===== config.mk =====
export PLATFORM = sky130hd
export DESIGN_NAME = if_id_buffer_flat
export DESIGN_NICKNAME = d
export VERILOG_FILES = /design/src/rtl/if_id_buffer_if.sv /design/src/rtl/if_id_buffer.sv /design/src/flat_wrapper.sv
export SDC_FILE = /design/constraint.sdc
export NUM_CORES = 1
export LEC_CHECK = 0
export BUFFER_PORTS_ARGS = -buffer_cell sky130_fd_sc_hd__buf_4
export CAP_MARGIN = 20
export CORE_ASPECT_RATIO = 0.8
export CORE_MARGIN = 3
export CORE_UTILIZATION = 35
export CTS_CLUSTER_DIAMETER = 120
export DETAILED_ROUTE_END_ITERATION = 10
export GPL_TIMING_DRIVEN = 0
export SLEW_MARGIN = 10
export SYNTH_ARGS = -nofsm -noshare
export SYNTH_HDL_FRONTEND = slang
export SYNTH_SLANG_ARGS = --single-unit

===== constraint.sdc =====
create_clock -name Clk -period 4.57 [get_ports Clk]
set_input_delay 0.914 -clock Clk [delete_from_list [all_inputs] [get_ports Clk]]
set_output_delay 0.914 -clock Clk [all_outputs]
set_load 0.01 [all_outputs]

===== src/rtl/if_id_buffer_if.sv =====
`default_nettype none
// ============================================================================
// Module      : if_id_buffer_if
// Description : Fetch-side and decode-side handshake bundle for the IF/ID
//               instruction buffer. The "slave" modport is the buffer's view;
//               the "master" modport is the surrounding pipeline's view.
// Revision    : 1.0 - initial release
// ============================================================================
interface if_id_buffer_if #(
   parameter int DATA_W = 32
);
   logic              IF_Valid;
   logic              IF_Ready;
   logic [DATA_W-1:0] IF_Instruction;
   logic [DATA_W-1:0] IF_PCPlus4;
   logic              ID_Valid;
   logic              ID_Ready;
   logic [DATA_W-1:0] ID_Instruction;
   logic [DATA_W-1:0] ID_PCPlus4;

   modport slave (
      input  IF_Valid, IF_Instruction, IF_PCPlus4, ID_Ready,
      output IF_Ready, ID_Valid, ID_Instruction, ID_PCPlus4
   );

   modport master (
      output IF_Valid, IF_Instruction, IF_PCPlus4, ID_Ready,
      input  IF_Ready, ID_Valid, ID_Instruction, ID_PCPlus4
   );
endinterface
`default_nettype wire


===== src/rtl/if_id_buffer.sv =====
`default_nettype none
// ============================================================================
// Module      : if_id_buffer
// Description : Two-entry in-order instruction buffer between fetch and
//               decode. Accepts {instruction, PC+4} pairs over a valid/ready
//               handshake, presents the head entry to decode, and discards
//               everything on Flush. Optional feature macro
//               IFID_BUBBLE_COUNT_EN adds a saturating BubbleCount output
//               counting edges where decode was ready but the buffer empty.
// Revision    : 1.0 - initial release
// ============================================================================
module if_id_buffer #(
   parameter int DEPTH  = 2,
   parameter int DATA_W = 32
) (
   input  wire logic     Clk,
   input  wire logic     Reset,
   input  wire logic     Flush,
   if_id_buffer_if.slave bus,
   output logic [1:0]    Occupancy
`ifdef IFID_BUBBLE_COUNT_EN
   ,
   output logic [15:0]   BubbleCount
`endif
);

   localparam logic [DATA_W-1:0] c_NOP = '0;

   // State encoding equals the entry count so Occupancy is the state itself.
   typedef enum logic [1:0] {
      ST_EMPTY = 2'd0,
      ST_ONE   = 2'd1,
      ST_FULL  = 2'd2
   } state_t;

   state_t            r_state;
   state_t            w_state_next;
   logic              r_wr_ptr;
   logic              r_rd_ptr;
   logic [DATA_W-1:0] r_instr [DEPTH];
   logic [DATA_W-1:0] r_pc    [DEPTH];

   logic w_id_valid;
   logic w_if_ready;
   logic w_push;
   logic w_pop;

   // Flush blocks both sides so a same-cycle push or pop cannot survive it.
   assign w_id_valid = (r_state != ST_EMPTY);
   assign w_if_ready = (r_state != ST_FULL) && !Flush && !Reset;
   assign w_push     = bus.IF_Valid && w_if_ready;
   assign w_pop      = w_id_valid && bus.ID_Ready && !Flush;

   assign bus.IF_Ready       = w_if_ready;
   assign bus.ID_Valid       = w_id_valid;
   assign bus.ID_Instruction = w_id_valid ? r_instr[r_rd_ptr] : c_NOP;
   assign bus.ID_PCPlus4     = w_id_valid ? r_pc[r_rd_ptr]    : c_NOP;
   assign Occupancy          = r_state;

   // State register: entry count tracked as EMPTY/ONE/FULL.
   always_ff @(posedge Clk or posedge Reset) begin
      if (Reset) begin
         r_state <= ST_EMPTY;
      end else begin
         r_state <= w_state_next;
      end
   end

   // Next-state: push/pop transitions, Flush overriding everything.
   always_comb begin
      w_state_next = r_state;
      if (Flush) begin
         w_state_next = ST_EMPTY;
      end else begin
         case (r_state)
            ST_EMPTY: if (w_push) w_state_next = ST_ONE;
            ST_ONE: begin
               if (w_push && !w_pop)      w_state_next = ST_FULL;
               else if (w_pop && !w_push) w_state_next = ST_EMPTY;
            end
            ST_FULL:  if (w_pop) w_state_next = ST_ONE;
            default:  w_state_next = ST_EMPTY;
         endcase
      end
   end

   // Ring pointers: toggle on push/pop, both return to slot 0 on Flush.
   always_ff @(posedge Clk or posedge Reset) begin
      if (Reset) begin
         r_wr_ptr <= 1'b0;
         r_rd_ptr <= 1'b0;
      end else if (Flush) begin
         r_wr_ptr <= 1'b0;
         r_rd_ptr <= 1'b0;
      end else begin
         if (w_push) r_wr_ptr <= ~r_wr_ptr;
         if (w_pop)  r_rd_ptr <= ~r_rd_ptr;
      end
   end

   // Entry storage: written at the write pointer on an accepted push.
   always_ff @(posedge Clk or posedge Reset) begin
      if (Reset) begin
         for (int i = 0; i < DEPTH; i++) begin
            r_instr[i] <= '0;
            r_pc[i]    <= '0;
         end
      end else if (w_push) begin
         r_instr[r_wr_ptr] <= bus.IF_Instruction;
         r_pc[r_wr_ptr]    <= bus.IF_PCPlus4;
      end
   end

`ifdef IFID_BUBBLE_COUNT_EN
   logic [15:0] r_bubble_cnt;

   // Bubble counter: decode ready with nothing to give it; saturates, Flush does not clear.
   always_ff @(posedge Clk or posedge Reset) begin
      if (Reset) begin
         r_bubble_cnt <= 16'd0;
      end else if (bus.ID_Ready && !w_id_valid && !Flush && (r_bubble_cnt != 16'hFFFF)) begin
         r_bubble_cnt <= r_bubble_cnt + 16'd1;
      end
   end

   assign BubbleCount = r_bubble_cnt;
`endif

endmodule
`default_nettype wire


===== src/flat_wrapper.sv =====
// flat-port wrapper written by rule: the top's interface ports become plain ports
module if_id_buffer_flat 
#(
   parameter int DEPTH  = 2,
   parameter int DATA_W = 32
)
  (Clk, Reset, Flush, Occupancy, bus_IF_Valid, bus_IF_Instruction, bus_IF_PCPlus4, bus_ID_Ready, bus_IF_Ready, bus_ID_Valid, bus_ID_Instruction, bus_ID_PCPlus4);
  if_id_buffer_if #(.DATA_W(DATA_W)) bus_i ();
  input  wire logic Clk;
  input  wire logic Reset;
  input  wire logic Flush;
  output logic [1:0] Occupancy;
  input wire logic [$bits(bus_i.IF_Valid)-1:0] bus_IF_Valid;
  input wire logic [$bits(bus_i.IF_Instruction)-1:0] bus_IF_Instruction;
  input wire logic [$bits(bus_i.IF_PCPlus4)-1:0] bus_IF_PCPlus4;
  input wire logic [$bits(bus_i.ID_Ready)-1:0] bus_ID_Ready;
  output wire logic [$bits(bus_i.IF_Ready)-1:0] bus_IF_Ready;
  output wire logic [$bits(bus_i.ID_Valid)-1:0] bus_ID_Valid;
  output wire logic [$bits(bus_i.ID_Instruction)-1:0] bus_ID_Instruction;
  output wire logic [$bits(bus_i.ID_PCPlus4)-1:0] bus_ID_PCPlus4;
  assign bus_i.IF_Valid = bus_IF_Valid;
  assign bus_i.IF_Instruction = bus_IF_Instruction;
  assign bus_i.IF_PCPlus4 = bus_IF_PCPlus4;
  assign bus_i.ID_Ready = bus_ID_Ready;
  assign bus_IF_Ready = bus_i.IF_Ready;
  assign bus_ID_Valid = bus_i.ID_Valid;
  assign bus_ID_Instruction = bus_i.ID_Instruction;
  assign bus_ID_PCPlus4 = bus_i.ID_PCPlus4;
  if_id_buffer #(.DEPTH(DEPTH), .DATA_W(DATA_W)) u_core (.Clk(Clk), .Reset(Reset), .Flush(Flush), .bus(bus_i), .Occupancy(Occupancy));
endmodule

# --- Word-level counts from Yosys, hierarchy flattened ---
# Index checks and enable logic that the tools add are counted.
word_totals:
  input_bits: 69
  elab_cells: 59
  ff_bits: 132
  output_inout_bits: 68
op_classes:
  n_eq_ne: 6
  bitwise_logic: 4
  reduce_logical: 17
  mux: 22
  magnitude_cmp: 3
op_table:
  columns: ["op", "n"]
  rows:
  - ["32-bit two-way mux", 9]
  - ["64-bit bitwise mux", 2]
  - ["32-bit demux with 1-bit select", 1]
  - ["2-bit two-way mux", 5]
  - ["1-bit logical AND", 8]
  - ["3-bit by 2-bit != test with 1-bit output, second input constant", 2]
  - ["2-bit one-hot mux with 3 select lines", 1]
  - ["2-bit nonzero test", 3]
  - ["2-bit greater-or-equal comparator, second input constant", 2]
  - ["1-bit zero test", 4]
  - ["1-bit two-way mux", 4]
  - ["4-bit by 2-bit != test with 1-bit output, second input constant", 1]
  - ["1-bit inverter with 2-bit output", 2]
  - ["3-bit AND reduction", 1]
  - ["2-bit by 1-bit equality test with 1-bit output, second input constant", 1]
  - ["2-bit equality test, second input constant", 1]
  - ["2-bit zero test", 1]
  - ["2-bit by 1-bit < comparator with 1-bit output, second input constant", 1]
  - ["2-bit != test, second input constant", 1]
  - ["1-bit inverter", 2]

# --- Logic depth before layout (Yosys ltp) ---
logic_depth:
  depth_word: 10
  depth_mapped: 6
  mapped_depth_nobuf: 3

# --- Worst setup path after synthesis ---
# No wires, ideal clock.
synth_path:
  path_type: "input -> register"
  from: "input Flush"
  to: "register u_core.r_pc[20] (netlist bit)"
  path_buffers: 2
  arrival_time_ns: 2.226
  cell_stages: 4
  slack_ns: 2.220
  t_required_ns: 4.445
  setup_time_ns: 0.125
  path_cell_list: "clkbuf_2 nor4_4 buf_6 mux2_2"
synth_via:
  elab_chain_cells: 4
synth_rtl:
  columns: ["item", "line_no", "source"]
  rows:
  - ["from (decl)", "flat_wrapper.sv:11", "input wire logic Flush;"]
  - ["1-bit zero test", "if_id_buffer.sv:50", "assign w_if_ready = (r_state != ST_FULL) && !Flush && !Reset;"]
  - ["1-bit logical AND (2 in series)", "if_id_buffer.sv:50", null]
  - ["1-bit logical AND", "if_id_buffer.sv:51", "assign w_push = bus.IF_Valid && w_if_ready;"]
  - ["to (signal, indexed assignment)", "if_id_buffer.sv:110", "r_pc[r_wr_ptr] <= bus.IF_PCPlus4;"]
  - ["to (decl)", "if_id_buffer.sv:41", "logic [DATA_W-1:0] r_pc [DEPTH];"]
# No other way between the ends.
# A chain may end at the register's enable or synchronous reset.

# --- Worst setup path in the final report ---
layout_path:
  from: "register u_core.r_state[0] (netlist: u_core.Occupancy[0])"
  to: "output bus_ID_PCPlus4[28]"
layout_via:
  elab_chain_cells: 2
layout_rtl:
  columns: ["item", "line_no", "source"]
  rows:
  - ["from (decl)", "if_id_buffer.sv:36", "state_t r_state;"]
  - ["from (signal assigned)", "if_id_buffer.sv:65", "r_state <= w_state_next;"]
  - ["2-bit nonzero test", "if_id_buffer.sv:49", "assign w_id_valid = (r_state != ST_EMPTY);"]
  - ["32-bit two-way mux", "if_id_buffer.sv:57", "assign bus.ID_PCPlus4 = w_id_valid ? r_pc[r_rd_ptr] : c_NOP;"]
  - ["to (decl)", "flat_wrapper.sv:20", "output wire logic [$bits(bus_i.ID_PCPlus4)-1:0] bus_ID_PCPlus4;"]
# No other way between the ends.

==> flow_metrics.tcl <==
set metrics [dict create \
    clockBufferDepth 2 \
    cap_violations 0 \
    p_leak_nw 3.892 \
    final_cell_mix "buf_4, dfrtp_1, mux2_2" \
    netlist_area_um2 6175 \
    cts_tree "yes" \
    ios 137 \
    fillers 1518 \
    clockPowerShare_pct 40.9 \
    dpl.hpwl_mm 9.444 \
    nNetsFinal 664 \
    rsz0062_at_grt "false" \
    clk_pin_slew_worst_paths_ps 60 \
    final_antenna_net_count 0 \
    power.density_nw_per_um2 448.4 \
    syn_area_per_cell_um2 14.03 \
    ys_seq_area_share_pct 53.50 \
    clock_latency_ps 410 \
    startpoint_type "flop" \
    grt_pass1_wl_mm 22.89 \
    hp-class "reg2reg" \
    initial_core_util_pct 36.49 \
    p_int_w 0.002729 \
    power_w 0.003651 \
    core_area_um2 16920 \
    worstSetupPathType "reg2out" \
    crit_required_ps 3660 \
    drtPass1Iterations 4 \
    synth_cells 440 \
    dp_cells 796 \
    slew_headroom_pct 37.06 \
    synth_nets 509 \
    pwr-share-seq_pct 41.8 \
    fmax_ghz 0.3062 \
    grt_max_degree 72 \
    drc 0 \
    yosysUniqueCellTypes 24 \
    dieArea_um2 19280 \
    cts.sinks 132 \
    p_sw_share_pct 25.24 \
    comb_power_share_pct 17.3 \
    num_antenna_cells 0 \
    ys_seq_elements 132 \
    grt.total_usage_pct 14.90 \
    yosysWarnings 0 \
    worstMarginPinSlew_ps 937.0 \
    synth_area_leader_cell "dfrtp_1" \
    period_share_pct 71.47 \
    grt_antenna_before_repair 0 \
    area_growth_pct 31.85 \
    synth.top_cell.area_share_pct 53.50 \
    finalMaxSlewViolations 0 \
    arrival_ps 2350 \
    post_cts_resized 0 \
    irDropWorstVdd_mv 0.2487 \
    post_cts_buffers 0 \
    grt_overflow 0 \
    gp_congestion 0.7472 \
    fin_crit_ps 3266 \
    stdcell_count 828 \
    vias 3984 \
    die_h_um 124.8 \
    p_switching_w 0.0009215 \
    viasPerCell 4.812 \
    hold_violations 0 \
    clock-root-buffer "clkbuf_16" \
    drt_iter0_markers 105 \
    cts_made_buffers 17 \
    layout_commonest_cell "buf_4" \
    skew_ps 6.963 \
    drt-total-wl_mm 13.89 \
    grt_pass1_vias 4374 \
    rows 42 \
    avgRoutedWirePerCell_um 16.77 \
    cts-htree-levels 4 \
    hold_buffers 0 \
    fp.dieW_um 154.5 \
    end_kind "primary output" \
    drive_gt1_share_pct 51.64 \
    port_buffers 135 \
    synthTopCellsByArea "dfrtp_1, mux2_2, mux2_4" \
    crit_fanout 10 \
    setup_viol 0 \
    run_status "finished, final reports clean" \
]
state kept, by name, indices dropped and copies added (netlist names):
| register | count |
|---|---|
| u_core.r_pc | 64 |
| u_core.Occupancy | 2 |
| u_core.r_instr | 64 |
| u_core.r_rd_ptr | 1 |
| u_core.r_wr_ptr | 1 |
synth_stat cells:
cell type / instances
or4b_4: 1
o21ai_0: 1
mux2_4: 49
nor2b_1: 3
xor2_1: 1
buf_2: 6
o41ai_1: 1
clkbuf_2: 1
nor4_4: 1
nor2_1: 67
mux2i_1: 64
a21oi_1: 2
clkbuf_1: 6
a21boi_0: 1
mux2_1: 5
dfrtp_1: 132
buf_6: 12
a2111oi_0: 1
mux2_2: 74
inv_1: 4
nand2_1: 1
nor3_1: 3
nor2b_4: 1
buf_1: 3
path summary, 6_finish.rpt:
path | start | end | slack, ps | depth (start not counted)
max | u_core.Occupancy[0]$_DFFE_PP0P_ | bus_ID_PCPlus4[28] | 1300 | 5
max reg2reg | u_core.Occupancy[1]$_DFFE_PP0P_ | u_core.r_pc[26]$_DFFE_PP0P_ | 2420 | 4
max in group asynchronous | Reset | u_core.r_pc[23]$_DFFE_PP0P_ | 3220 | 3
min in group asynchronous | Reset | u_core.r_wr_ptr$_DFFE_PP0P_ | 600 | 2
min | u_core.r_instr[23]$_DFFE_PP0P_ | u_core.r_instr[23]$_DFFE_PP0P_ | 490 | 1
min reg2reg | u_core.r_instr[23]$_DFFE_PP0P_ | u_core.r_instr[23]$_DFFE_PP0P_ | 490 | 1
power by group through the flow:
stage | clock network (W) | registers (W) | logic (W)
after global routing | 0.00158 | 0.00156 | 0.000694
final | 0.00149 | 0.00152 | 0.000631
after floorplan | 0 | 0.00151 | 0.000452
after CTS | 0.00153 | 0.00153 | 0.000644
after global placement | 0 | 0.00153 | 0.000619
after detailed placement | 0 | 0.00154 | 0.000639
per-stage QoR:
step / TNS [ps] / utilization (%) / worst slack [ps] / hold slack [ps] / cell area (µm²)
after CTS: 0 / 48.11 / 1210 / 490.1 / 8142
after floorplan: 0 / - / 130.0 / 457.8 / 6175
after global routing: 0 / 48.11 / 1057 / 507.2 / 8142
after detailed placement: 0 / 44.30 / 1682 / 475.8 / 7496
after global placement: -193110 / 44.11 / -1470 / 467.3 / 7463
final: 0 / 48.11 / 1304 / 490.3 / 8142
routing by layer:
layer  vias to the layer above  share of wire (%)  track usage, %
li1                       1835                  -               -
met1                      2042                 48           20.07
met2                        90                 45           23.05
met3                        17                5.3           4.133
met4                         0                1.4           5.296
met5                         -                  0               0
critical path, cell delays in order, from the launching register on:
cell and delay [ps]:
dfrtp_1 460, nor2_1 150, clkbuf_1 520, buf_1 490, nor2_1 140, buf_4 180
logic make-up (layout without fill, tap and decap cells):
kind of cell           after synthesis  in the layout  synth area share (%)
buffers and inverters               32            200                 3.546
multiplexers                       192            192                 36.70
AO/OA/AOI/OAI                        6              6                0.6485
AND/OR/NAND/NOR                     77             77                 5.471
flip-flops                         132            132                 53.50
XOR/XNOR                             1              1                0.1419
cell type report:
cell class                 count  area [µm²]  area share (%)
buffer                        28       203.9           2.505
clock inverter                15       220.2           2.705
sequential                   132        3303           40.57
clock buffer                  17       425.4           5.225
multi-input combinational    276        2653           32.58
inverter                       4       20.02          0.2459
tap                          220       275.3           3.381
timing repair buffer         136        1041           12.79
Note: power is estimated with default switching activity, not from simulation.
